File: src/rtl/spi_frame_ctrl.sv
`timescale 1ns/1ps
// Receives SPI write frames (CMD, ADDR, LEN, DATA) and replays them as register writes. SPI_FRAME_CHK_EN adds a trailing XOR checksum byte.
// Latency: the first write is presented one cycle after the synchronized CS rise. frame_ok follows the last handshake by one cycle.
// Backpressure: wr_addr and wr_data hold while wr_valid && !wr_ready. One write per cycle while wr_ready is high.
module spi_frame_ctrl #(
  parameter int         MAX_LEN     = 16,
  parameter logic [7:0] CMD_WRITE   = 8'hA5,
  parameter int         SYNC_STAGES = 2
) (
  input  logic        clk,
  input  logic        reset,
  input  logic        spi_sclk,
  input  logic        spi_mosi,
  input  logic        spi_cs_n,
  output logic        wr_valid,
  input  logic        wr_ready,
  output logic [7:0]  wr_addr,
  output logic [7:0]  wr_data,
  output logic        busy,
  output logic        frame_ok,
  output logic        frame_err,
  output logic [2:0]  err_code,
  output logic [15:0] frame_count
);

  localparam int AW = (MAX_LEN > 1) ? $clog2(MAX_LEN) : 1;

  typedef enum logic [3:0] {
    IDLE,
    CMD,
    ADDR,
    LEN,
    DATA,
`ifdef SPI_FRAME_CHK_EN
    CHK,
`endif
    END,
    COMMIT,
    ERR
  } state_t;

  state_t state_q, state_d;

  logic [SYNC_STAGES-1:0] sclk_sync, mosi_sync, cs_sync;
  logic       sclk_prev, cs_prev;
  logic       sclk_s, mosi_s, cs_s;
  logic       sclk_rise, cs_fall, cs_rise;
  logic [2:0] bit_cnt;
  logic [6:0] shreg;
  logic       byte_vld;
  logic [7:0] byte_dat;

  logic [7:0]    base_q;
  logic [AW-1:0] len_m1_q;
  logic [AW-1:0] idx_q;
  logic [7:0]    buf_mem [MAX_LEN];

  logic       err_set, ld_base, ld_len, buf_we, idx_clr, idx_inc, commit_done;
  logic [2:0] err_val;
  logic       len_bad;
`ifdef SPI_FRAME_CHK_EN
  logic [7:0] acc_q;
  logic       acc_clr, acc_upd;
`endif

  always_ff @(posedge clk) begin
    if (reset) begin
      sclk_sync <= '0;
      mosi_sync <= '0;
      cs_sync   <= '0;
      sclk_prev <= 1'b0;
      cs_prev   <= 1'b0;
    end else begin
      sclk_sync <= {sclk_sync[SYNC_STAGES-2:0], spi_sclk};
      mosi_sync <= {mosi_sync[SYNC_STAGES-2:0], spi_mosi};
      cs_sync   <= {cs_sync[SYNC_STAGES-2:0], spi_cs_n};
      sclk_prev <= sclk_s;
      cs_prev   <= cs_s;
    end
  end

  assign sclk_s    = sclk_sync[SYNC_STAGES-1];
  assign mosi_s    = mosi_sync[SYNC_STAGES-1];
  assign cs_s      = cs_sync[SYNC_STAGES-1];
  assign sclk_rise = sclk_s & ~sclk_prev;
  assign cs_fall   = cs_prev & ~cs_s;
  assign cs_rise   = ~cs_prev & cs_s;

  // Mode 0, MSB first; the eighth bit bypasses the shift register so the byte is usable in the same cycle.
  always_ff @(posedge clk) begin
    if (reset) begin
      bit_cnt <= 3'd0;
      shreg   <= 7'd0;
    end else if (cs_fall) begin
      bit_cnt <= 3'd0;
    end else if (sclk_rise && !cs_s) begin
      shreg   <= {shreg[5:0], mosi_s};
      bit_cnt <= bit_cnt + 3'd1;
    end
  end

  assign byte_vld = sclk_rise && !cs_s && (bit_cnt == 3'd7);
  assign byte_dat = {shreg, mosi_s};
  assign len_bad  = (byte_dat == 8'd0) || ({24'd0, byte_dat} > 32'(MAX_LEN));

  always_comb begin
    state_d     = state_q;
    err_set     = 1'b0;
    err_val     = 3'd0;
    ld_base     = 1'b0;
    ld_len      = 1'b0;
    buf_we      = 1'b0;
    idx_clr     = 1'b0;
    idx_inc     = 1'b0;
    commit_done = 1'b0;
`ifdef SPI_FRAME_CHK_EN
    acc_clr     = 1'b0;
    acc_upd     = 1'b0;
`endif
    unique case (state_q)
      IDLE: begin
        if (cs_fall) begin
          state_d = CMD;
          idx_clr = 1'b1;
`ifdef SPI_FRAME_CHK_EN
          acc_clr = 1'b1;
`endif
        end
      end
      CMD: begin
        if (cs_rise) begin
          err_set = 1'b1;
          err_val = 3'd3;
          state_d = IDLE;
        end else if (byte_vld) begin
`ifdef SPI_FRAME_CHK_EN
          acc_upd = 1'b1;
`endif
          if (byte_dat == CMD_WRITE) begin
            state_d = ADDR;
          end else begin
            err_set = 1'b1;
            err_val = 3'd1;
            state_d = ERR;
          end
        end
      end
      ADDR: begin
        if (cs_rise) begin
          err_set = 1'b1;
          err_val = 3'd3;
          state_d = IDLE;
        end else if (byte_vld) begin
`ifdef SPI_FRAME_CHK_EN
          acc_upd = 1'b1;
`endif
          ld_base = 1'b1;
          state_d = LEN;
        end
      end
      LEN: begin
        if (cs_rise) begin
          err_set = 1'b1;
          err_val = 3'd3;
          state_d = IDLE;
        end else if (byte_vld) begin
`ifdef SPI_FRAME_CHK_EN
          acc_upd = 1'b1;
`endif
          if (len_bad) begin
            err_set = 1'b1;
            err_val = 3'd2;
            state_d = ERR;
          end else begin
            ld_len  = 1'b1;
            state_d = DATA;
          end
        end
      end
      DATA: begin
        if (cs_rise) begin
          err_set = 1'b1;
          err_val = 3'd3;
          state_d = IDLE;
        end else if (byte_vld) begin
`ifdef SPI_FRAME_CHK_EN
          acc_upd = 1'b1;
`endif
          buf_we = 1'b1;
          if (idx_q == len_m1_q) begin
`ifdef SPI_FRAME_CHK_EN
            state_d = CHK;
`else
            state_d = END;
`endif
          end else begin
            idx_inc = 1'b1;
          end
        end
      end
`ifdef SPI_FRAME_CHK_EN
      CHK: begin
        if (cs_rise) begin
          err_set = 1'b1;
          err_val = 3'd3;
          state_d = IDLE;
        end else if (byte_vld) begin
          if (byte_dat == acc_q) begin
            state_d = END;
          end else begin
            err_set = 1'b1;
            err_val = 3'd6;
            state_d = ERR;
          end
        end
      end
`endif
      END: begin
        if (cs_rise) begin
          state_d = COMMIT;
          idx_clr = 1'b1;
        end else if (byte_vld) begin
          err_set = 1'b1;
          err_val = 3'd4;
          state_d = ERR;
        end
      end
      COMMIT: begin
        // A new frame arriving now is flagged but otherwise ignored; the replay carries on.
        if (cs_fall) begin
          err_set = 1'b1;
          err_val = 3'd5;
        end
        if (wr_ready) begin
          if (idx_q == len_m1_q) begin
            commit_done = 1'b1;
            state_d     = IDLE;
          end else begin
            idx_inc = 1'b1;
          end
        end
      end
      ERR: begin
        if (cs_s) state_d = IDLE;
      end
      default: state_d = IDLE;
    endcase
  end

  always_ff @(posedge clk) begin
    if (reset) begin
      state_q     <= IDLE;
      base_q      <= 8'd0;
      len_m1_q    <= '0;
      idx_q       <= '0;
      frame_ok    <= 1'b0;
      frame_err   <= 1'b0;
      err_code    <= 3'd0;
      frame_count <= 16'd0;
    end else begin
      state_q   <= state_d;
      frame_ok  <= commit_done;
      frame_err <= err_set;
      if (err_set)     err_code    <= err_val;
      if (commit_done) frame_count <= frame_count + 16'd1;
      if (ld_base)     base_q      <= byte_dat;
      if (ld_len)      len_m1_q    <= AW'(byte_dat - 8'd1);
      if (idx_clr)      idx_q <= '0;
      else if (idx_inc) idx_q <= idx_q + AW'(1);
    end
  end

`ifdef SPI_FRAME_CHK_EN
  always_ff @(posedge clk) begin
    if (reset)        acc_q <= 8'd0;
    else if (acc_clr) acc_q <= 8'd0;
    else if (acc_upd) acc_q <= acc_q ^ byte_dat;
  end
`endif

  always_ff @(posedge clk) begin
    if (buf_we) buf_mem[idx_q] <= byte_dat;
  end

  assign busy     = (state_q != IDLE);
  assign wr_valid = (state_q == COMMIT);
  assign wr_addr  = wr_valid ? (base_q + 8'(idx_q)) : 8'd0;
  assign wr_data  = wr_valid ? buf_mem[idx_q] : 8'd0;

endmodule

File: config.mk
export PLATFORM = sky130hd
export DESIGN_NAME = spi_frame_ctrl
export DESIGN_NICKNAME = d
export VERILOG_FILES = /design/src/rtl/spi_frame_ctrl.sv
export SDC_FILE = /design/constraint.sdc
export NUM_CORES = 1
export LEC_CHECK = 0
export ABC_AREA = 1
export CAP_MARGIN = 10
export CORE_MARGIN = 5
export CORE_UTILIZATION = 44
export CTS_CLUSTER_SIZE = 12
export DETAILED_ROUTE_END_ITERATION = 6
export PLACE_DENSITY_LB_ADDON = 0.25
export SLEW_MARGIN = 20
export SYNTH_ARGS = -nofsm -noshare
export SYNTH_HDL_FRONTEND = slang
export SYNTH_SLANG_ARGS = --single-unit
export TNS_END_PERCENT = 100
File: constraint.sdc
create_clock -name clk -period 4.3 [get_ports clk]
set_input_delay 0.86 -clock clk [delete_from_list [all_inputs] [get_ports clk]]
set_output_delay 0.86 -clock clk [all_outputs]
set_load 0.03 [all_outputs]
==> impl_metrics.toml, run 1 <==
[floorplanning]
io_pins = 45
die_h_microns = 147.3
fp.dieW_microns = 147.3
initial_core_util_pct = 44.51
dieArea_sq_um = 21710
core_region_area_sq_um = 18640
rows = 50

[final_layout]
final_common_cell = "nor2_1"
antenna_cells = 0
most-common-layout-cells = "nor2_1 (129), edfxtp_1 (128), nand2_1 (105)"
fin_area_sq_um = 9569
drive_above_1_share_pct = 7.841
layout.nets = 887
syn_to_final_growth_pct = 15.32

[clock_network]
htree_levels = 4
cts.path.max_buffers = 2
clk-insertion-delay-late_ps = 430
hold_buffers = 0
cts_resized = 0
cts_root_buffer = "clkbuf_16"
cts.sinks = 190
cts_tree = "built"
clkSlewWorstSetupHoldPaths_ps = 70
post-cts-setup-buffers = 0
cts_buffers = 17

[drt]
wl_per_cell_microns = 17.40
vias = 6058
drt_iter0_drc = 375
routed_wl_microns = 19390
ant_nets = 0
met2_length_microns = 8965
dr_wl_met3_microns = 1042
viasPerCell = 5.438
route.detailed.drc = 0
first_pass_iters = 5
wl_met1_microns = 9020
top_layer_used = "met4"

[timing]
hold_viol_final = 0
period_share_pct = 87.62
setup_tns_ps = 0
slew_violations = 0
max_freq_mhz = 265.4
slew_headroom_pct = 38.39
tightestPinTransition_ps = 922.8
final.min_clock_period_ps = 3767
rsz0062_at_grt = "false"
setup_violations = 0
skew_ps = 11.52

[critical_path]
r2r-end = "buf_mem[14][4]"
start_kind = "flop"
rr_worst_depth = 8
cp_data_arrival_time_ps = 2910
r2r_start = "bit_cnt[0]"
r2r_slack_ps = 1810
crit_path_end_kind = "primary output"
path_max_fanout = 26
required_ps = 3440
worst-setup-path-type = "reg -> out"

[yosys]
synth.distinct_cells = 36
synth.avg_cell_area_sq_um = 9.998
yosysSeqAreaShare_pct = 61.28
yosysWarnings = 0
synthCells = 830
netlist_area_sq_um = 8298
synth.net_count = 850
synth_seq_cells = 190

[run]
cap_viol_max_count = 0

[placed_design]
portBuffers = 44
dpl-instance-area_sq_um = 8942
hpwl_microns = 12350
globalplace.congestion = 0.8369

[worst_hold_path]
holdPathEnd = "sclk_sync[1]"
hp-start = "sclk_sync[0]"
hold_path.class = "reg -> reg"
worstHoldPathCells = 2

[run_status]
status = "complete, no violations"

[grt]
grt_usage_pct = 18.44
first_global_vias = 5894
grt_pass1_wl_microns = 31400
antenna_found_initial = 0
grt_overflow = 0
grt_start_max_net_pins = 57

[power]
power.density_nw_per_um2 = 386.3
leakagePower_nw = 3.211
ir_worst_vdd_uv = 288.1
==> worst max-delay path by stage <==
stage	end	slack, ps
final	wr_data[2]	530
after global routing	wr_addr[7]	300
after CTS	wr_data[2]	520
after detailed placement	wr_addr[6]	1010
after global placement	wr_addr[6]	1030
after floorplan	wr_addr[6]	1340
==> critical path, stage by stage, from the launching register on <==
cell and delay [ps]:
dfxtp_1 310, inv_1 590, o21ai_0 190, o221ai_1 240, o211ai_1 180, a21oi_1 260
clkdlybuf4s50_1 720
==> final cells by class <==
cell class / count / area (sq um)
multi-input cells: 539 / 2791
clock buffers: 18 / 429.2
inverters: 65 / 244.0
fillers: 1692 / 9074
flip-flops and latches: 190 / 5086
clock inverters: 14 / 197.7
repair buffers: 54 / 528.0
well taps: 234 / 292.8
==> registers in the layout, summed over array words and instances, names as in the netlist, named ones only <==
register / flops
buf_mem: 128
frame_count: 16
base_q: 8
shreg: 7
idx_q: 4
len_m1_q: 4
bit_cnt: 3
err_code: 3
state_q: 3
cs_sync: 2
mosi_sync: 2
sclk_sync: 2
cs_prev: 1
frame_err: 1
frame_ok: 1
sclk_prev: 1
==> power breakdown <==
| group | internal [W] | switching (W) | total [W] |
|---|---|---|---|
| clock | 0.000941 | 0.000729 | 0.00167 |
| combinational | 0.0000204 | 0.0000412 | 0.0000616 |
| sequential | 0.00195 | 0.0000187 | 0.00197 |
| total | 0.00291 | 0.000789 | 0.00370 |
==> stage by stage <==
step                hold slack [ps]  setup slack (ps)  cells  utilization (%)  power, W
floorplan                     388.3              1344    830                -  0.002040
global placement              389.3              1029   1082            47.97  0.002068
detailed placement            392.5              1007   1082            47.97  0.002069
CTS                           403.1             522.4   1114            51.33  0.003723
global route                  435.0             300.8   1114            51.33  0.003830
finish                        401.0             532.5   1114            51.33  0.003697
==> per-layer routing <==
layer | vias to the layer above | track usage, %
met5 | - | 0
met4 | 0 | 5.778
li1 | 2974 | -
met1 | 2875 | 25.52
met2 | 183 | 28.66
met3 | 26 | 4.688
==> cells in the mapped netlist <==
| master | n | area share, % |
|---|---|---|
| a211oi_1 | 1 | 0.091 |
| a211oi_2 | 1 | 0.15 |
| a21boi_2 | 1 | 0.14 |
| a21oi_1 | 61 | 3.7 |
| buf_1 | 1 | 0.045 |
| buf_2 | 7 | 0.42 |
| buf_4 | 3 | 0.27 |
| buf_6 | 3 | 0.41 |
| clkbuf_1 | 22 | 1.0 |
| dfxtp_1 | 62 | 15 |
| edfxtp_1 | 128 | 46 |
| fa_1 | 1 | 0.24 |
| ha_1 | 13 | 2.0 |
| inv_1 | 58 | 2.6 |
| inv_2 | 7 | 0.32 |
| nand2_1 | 105 | 4.7 |
| nand2_2 | 4 | 0.30 |
| nand3_1 | 32 | 1.9 |
| nand3_2 | 2 | 0.24 |
| nand3b_1 | 3 | 0.27 |
| nand4_1 | 8 | 0.60 |
| nand4_4 | 1 | 0.26 |
| nor2_1 | 129 | 5.8 |
| nor2_2 | 6 | 0.45 |
| nor2_4 | 3 | 0.41 |
| nor3_1 | 14 | 0.84 |
| nor3_4 | 1 | 0.20 |
| o211ai_1 | 12 | 1.1 |
| o21ai_0 | 94 | 5.7 |
| o21ai_1 | 4 | 0.24 |
| o21ai_2 | 1 | 0.11 |
| o21bai_2 | 1 | 0.14 |
| o221ai_1 | 21 | 2.2 |
| o22ai_1 | 9 | 0.68 |
| xnor2_1 | 5 | 0.53 |
| xor2_1 | 6 | 0.63 |
==> kinds of logic after synthesis <==
kind of cell / Yosys count / synth area share (%)
xor gates and xnor gates: 11 / 1.161
DFF: 190 / 61.28
and+or+nand+nor: 308 / 16.09
buffers and inverters: 101 / 5.081
adders and majority gates: 14 / 2.202
AOI/OAI and AO/OA: 206 / 14.19
(Power assumes the default switching activity.)
==> run 2: changes to the inputs <==
--- a/config.mk
+++ b/config.mk
@@ -8,9 +8,10 @@
 export ABC_AREA = 1
 export CAP_MARGIN = 10
 export CORE_MARGIN = 5
-export CORE_UTILIZATION = 44
+export CORE_UTILIZATION = 41
 export CTS_CLUSTER_SIZE = 12
 export DETAILED_ROUTE_END_ITERATION = 6
+export GPL_ROUTABILITY_DRIVEN = 0
 export PLACE_DENSITY_LB_ADDON = 0.25
 export SLEW_MARGIN = 20
 export SYNTH_ARGS = -nofsm -noshare
==> impl_metrics.toml, run 2 (synthesis results as in run 1) <==
[critical_path]
required_ps = 3440
path_max_fanout = 29
start_kind = "flop"
cp_data_arrival_time_ps = 2960
worst-setup-path-type = "reg -> out"
crit_path_end_kind = "primary output"

[final_layout]
final_common_cell = "nor2_1"
utilization_pct = 47.48
reg.largest.list = "buf_mem x128, frame_count x16, base_q x8"
n_fill_cell = 1873
drive_above_1_share_pct = 7.631
fin_area_sq_um = 9545
syn_to_final_growth_pct = 15.03
multi_input_area_sq_um = 2791
antenna_cells = 0
layout.nets = 885
most-common-layout-cells = "nor2_1 (129), edfxtp_1 (128), nand2_1 (105)"
seq_area_sq_um = 5086
top_register = "buf_mem"
largest_register_ffs = 128

[grt]
first_global_vias = 5866
grt_usage_pct = 17.02
antenna_found_initial = 0
grt_overflow = 0
grt_pass1_wl_microns = 31680
grt_start_max_net_pins = 65

[run_status]
status = "complete, no violations"

[clock_network]
htree_levels = 4
cts_root_buffer = "clkbuf_16"
cts.path.max_buffers = 2
cts_tree = "built"
cts_resized = 0
clkSlewWorstSetupHoldPaths_ps = 70
post-cts-setup-buffers = 0
cts.sinks = 190
cts_buffers = 17
hold_buffers = 0
clk-insertion-delay-late_ps = 440

[drt]
vias = 6105
route.detailed.drc = 0
routed_wl_microns = 19550
first_pass_iters = 5
ant_nets = 0
drt_iter0_drc = 493
viasPerCell = 5.318
wl_per_cell_microns = 17.03

[worst_hold_path]
hold_path.class = "reg -> reg"

[power]
ir_worst_vdd_uv = 286.5
power.density_nw_per_um2 = 375.7
power_w = 0.003586
leakagePower_nw = 3.167

[placed_design]
hpwl_microns = 12560
dpl-instance-area_sq_um = 8960
dp_slack_ps = 935.3
portBuffers = 44

[floorplanning]
dieArea_sq_um = 23180
die_h_microns = 152.3
core_region_area_sq_um = 20100
rows = 52
io_pins = 45
initial_core_util_pct = 41.27
fp.dieW_microns = 152.3

[timing]
slew_violations = 0
finalWorstSetupSlack_ps = 481.0
skew_ps = 17.60
period_share_pct = 88.81
tightestPinTransition_ps = 949.7
max_freq_mhz = 261.9
final.min_clock_period_ps = 3819
setup_violations = 0
rsz0062_at_grt = "false"
hold_viol_final = 0
setup_tns_ps = 0
slew_headroom_pct = 36.60

[run]
cap_viol_max_count = 0
run 2: final cells by class:
cell class                 instances  area share [%]
inverter                          65           2.556
sequential                       190           53.28
tap                              270           3.539
timing repair buffer              52           5.243
multi-input combinational        539           29.24
clock buffer                      19           4.535
clock inverter                    13           1.599
run 2: stage by stage:
stage / hold WS (ps) / std cells
4_1_cts: 408.6 / 1148
2_1_floorplan: 388.3 / 830
3_3_place_gp: 393.1 / 1116
5_1_grt: 423.0 / 1148
6_report: 405.2 / 1148
3_5_place_dp: 398.7 / 1116
run 2: critical path, stage by stage (launching register included):
cell and delay [ps]:
dfxtp_1 310, inv_1 640, o21ai_0 210, o221ai_1 250, nand3_1 150, a21oi_1 240
clkdlybuf4s50_1 710
run 2: final timing paths:
check	startpoint	end	slack, ps	cells past startpoint
min	cs_sync[0]	cs_sync[1]	410	2
max reg2reg	bit_cnt[0]	buf_mem[11][4]	1750	8
max	flop	wr_data[7]	480	6
min reg2reg	cs_sync[0]	cs_sync[1]	410	2
run 2: layer usage:
| metal | GRT usage, % | routed length (microns) | share of wire, % | vias to the layer above |
|---|---|---|---|---|
| li1 | - | - | - | 2978 |
| met1 | 23.83 | 9231 | 47 | 2938 |
| met2 | 27.27 | 8997 | 46 | 169 |
| met3 | 3.749 | 1105 | 5.7 | 20 |
| met4 | 3.938 | 214 | 1.1 | 0 |
| met5 | 0 | 0 | 0 | - |
run 2: power breakdown:
part / switching, W / internal [W]
Clock: 0.000732 / 0.000826
Combinational: 0.0000365 / 0.0000193
Sequential: 0.0000248 / 0.00195
==> run 3: changes to the inputs <==
--- a/config.mk
+++ b/config.mk
@@ -12,7 +12,7 @@
 export CTS_CLUSTER_SIZE = 12
 export DETAILED_ROUTE_END_ITERATION = 6
 export GPL_ROUTABILITY_DRIVEN = 0
-export PLACE_DENSITY_LB_ADDON = 0.25
+export PLACE_DENSITY = 0.55
 export SLEW_MARGIN = 20
 export SYNTH_ARGS = -nofsm -noshare
 export SYNTH_HDL_FRONTEND = slang
==> impl_metrics.toml, run 3 (synthesis results as in run 1) <==
[timing]
period_share_pct = 88.82
hold_viol_final = 0
max_freq_mhz = 261.8
final.min_clock_period_ps = 3819
finalWorstSetupSlack_ps = 480.6
rsz0062_at_grt = "false"
tightestPinTransition_ps = 1017
setup_violations = 0
skew_ps = 8.159
setup_tns_ps = 0
slew_headroom_pct = 32.12
slew_violations = 0

[drt]
viasPerCell = 5.414
ant_nets = 0
wl_per_cell_microns = 17.83
first_pass_iters = 5
route.detailed.drc = 0
drt_iter0_drc = 569
vias = 6221
routed_wl_microns = 20490

[critical_path]
path_cells = "buf_4, o21ai_0, o221ai_1, o211ai_1, a21oi_1, clkdlybuf4s50_1"
start_kind = "flop"
cp_data_arrival_time_ps = 2960
crit_path_end_kind = "primary output"
required_ps = 3440
worst_path_largest_cell_delay_ps = 720
critPathBufInv = 2
cp_top_family = "buffers and inverters"
r2r_slack_ps = 1690
worst-setup-path-type = "reg -> out"
path_max_fanout = 38
crit_slowest_cell = "clkdlybuf4s50_1"

[clock_network]
cts.sinks = 190
clk-insertion-delay-late_ps = 440
cts.path.max_buffers = 2
hold_buffers = 0
cts_root_buffer = "clkbuf_16"
cts_tree = "built"
cts_resized = 0
cts_buffers = 17
clkSlewWorstSetupHoldPaths_ps = 70
post-cts-setup-buffers = 0
htree_levels = 4

[final_layout]
layout.nets = 886
largest_register_ffs = 128
final_common_cell = "nor2_1"
antenna_cells = 0
fin_area_sq_um = 9545
syn_to_final_growth_pct = 15.03
most-common-layout-cells = "nor2_1 (129), edfxtp_1 (128), nand2_1 (105)"
reg.largest.list = "buf_mem x128, frame_count x16, base_q x8"
top_register = "buf_mem"
drive_above_1_share_pct = 7.964

[floorplanning]
die_h_microns = 152.3
dieArea_sq_um = 23180
fp.dieW_microns = 152.3
initial_core_util_pct = 41.27
rows = 52
io_pins = 45
core_region_area_sq_um = 20100

[run_status]
status = "complete, no violations"

[power]
power_w = 0.003561
leakagePower_nw = 3.177
power.density_nw_per_um2 = 373.0
ir_worst_vdd_uv = 257.1

[placed_design]
dp_slack_ps = 957.3
hpwl_microns = 13700
portBuffers = 44
dpl-instance-area_sq_um = 8980

[grt]
antenna_found_initial = 0
grt_overflow = 0
grt_pass1_wl_microns = 33040
grt_start_max_net_pins = 47
grt_usage_pct = 17.68
first_global_vias = 6211

[run]
cap_viol_max_count = 0

[worst_hold_path]
hold_path.class = "reg -> reg"
run 3: cell count changes in the layout (fill, tap and decap cells not counted), sizes merged:
cell and change:
inv +4, clkinv -1, clkbuf -2, bufinv -1, buf +1
run 3: tightest hold or removal path: cells and delay by family, from the launching register on:
family | cells | cell delay [ps]
simple gates | 1 | 30
buf+inv | 1 | 40
flops | 1 | 300
run 3: final timing paths:
| path | startpoint | to | cells after the start |
|---|---|---|---|
| hold reg to reg | cs_sync[0] | cs_sync[1] | 2 |
| setup / recovery | flop | wr_data[2] | 6 |
| hold / removal | cs_sync[0] | cs_sync[1] | 2 |
| setup reg to reg | bit_cnt[0] | buf_mem[5][4] | 8 |
run 3: final cells by class:
type / instances / area [sq um]
fill: 1825 / 10560
timing repair buffer: 53 / 520.5
clock inverter: 15 / 140.1
inverter: 65 / 244.0
multi-input combinational: 539 / 2791
clock buffer: 17 / 425.4
sequential: 190 / 5086
tap: 270 / 337.8
run 3: report_power, final:
group          internal (W)  switching (W)
sequential          0.00195      0.0000196
combinational     0.0000209      0.0000438
clock              0.000772       0.000758
total               0.00274       0.000821
run 3: metrics by stage:
stage	std cells	utilization, %	hold slack [ps]
2_1_floorplan	830	-	388.3
3_3_place_gp	1117	44.67	393.5
3_5_place_dp	1117	44.67	397.7
4_1_cts	1149	47.48	407.9
5_1_grt	1149	47.48	440.2
6_report	1149	47.48	403.8
run 3: routing by layer:
metal / global-route usage (%) / share of wire, % / vias up
met5: 0 / 0 / -
met4: 6.036 / 2.3 / 0
met1: 23.02 / 45 / 2997
met3: 3.493 / 4.4 / 42
met2: 29.66 / 48 / 208
li1: - / - / 2974
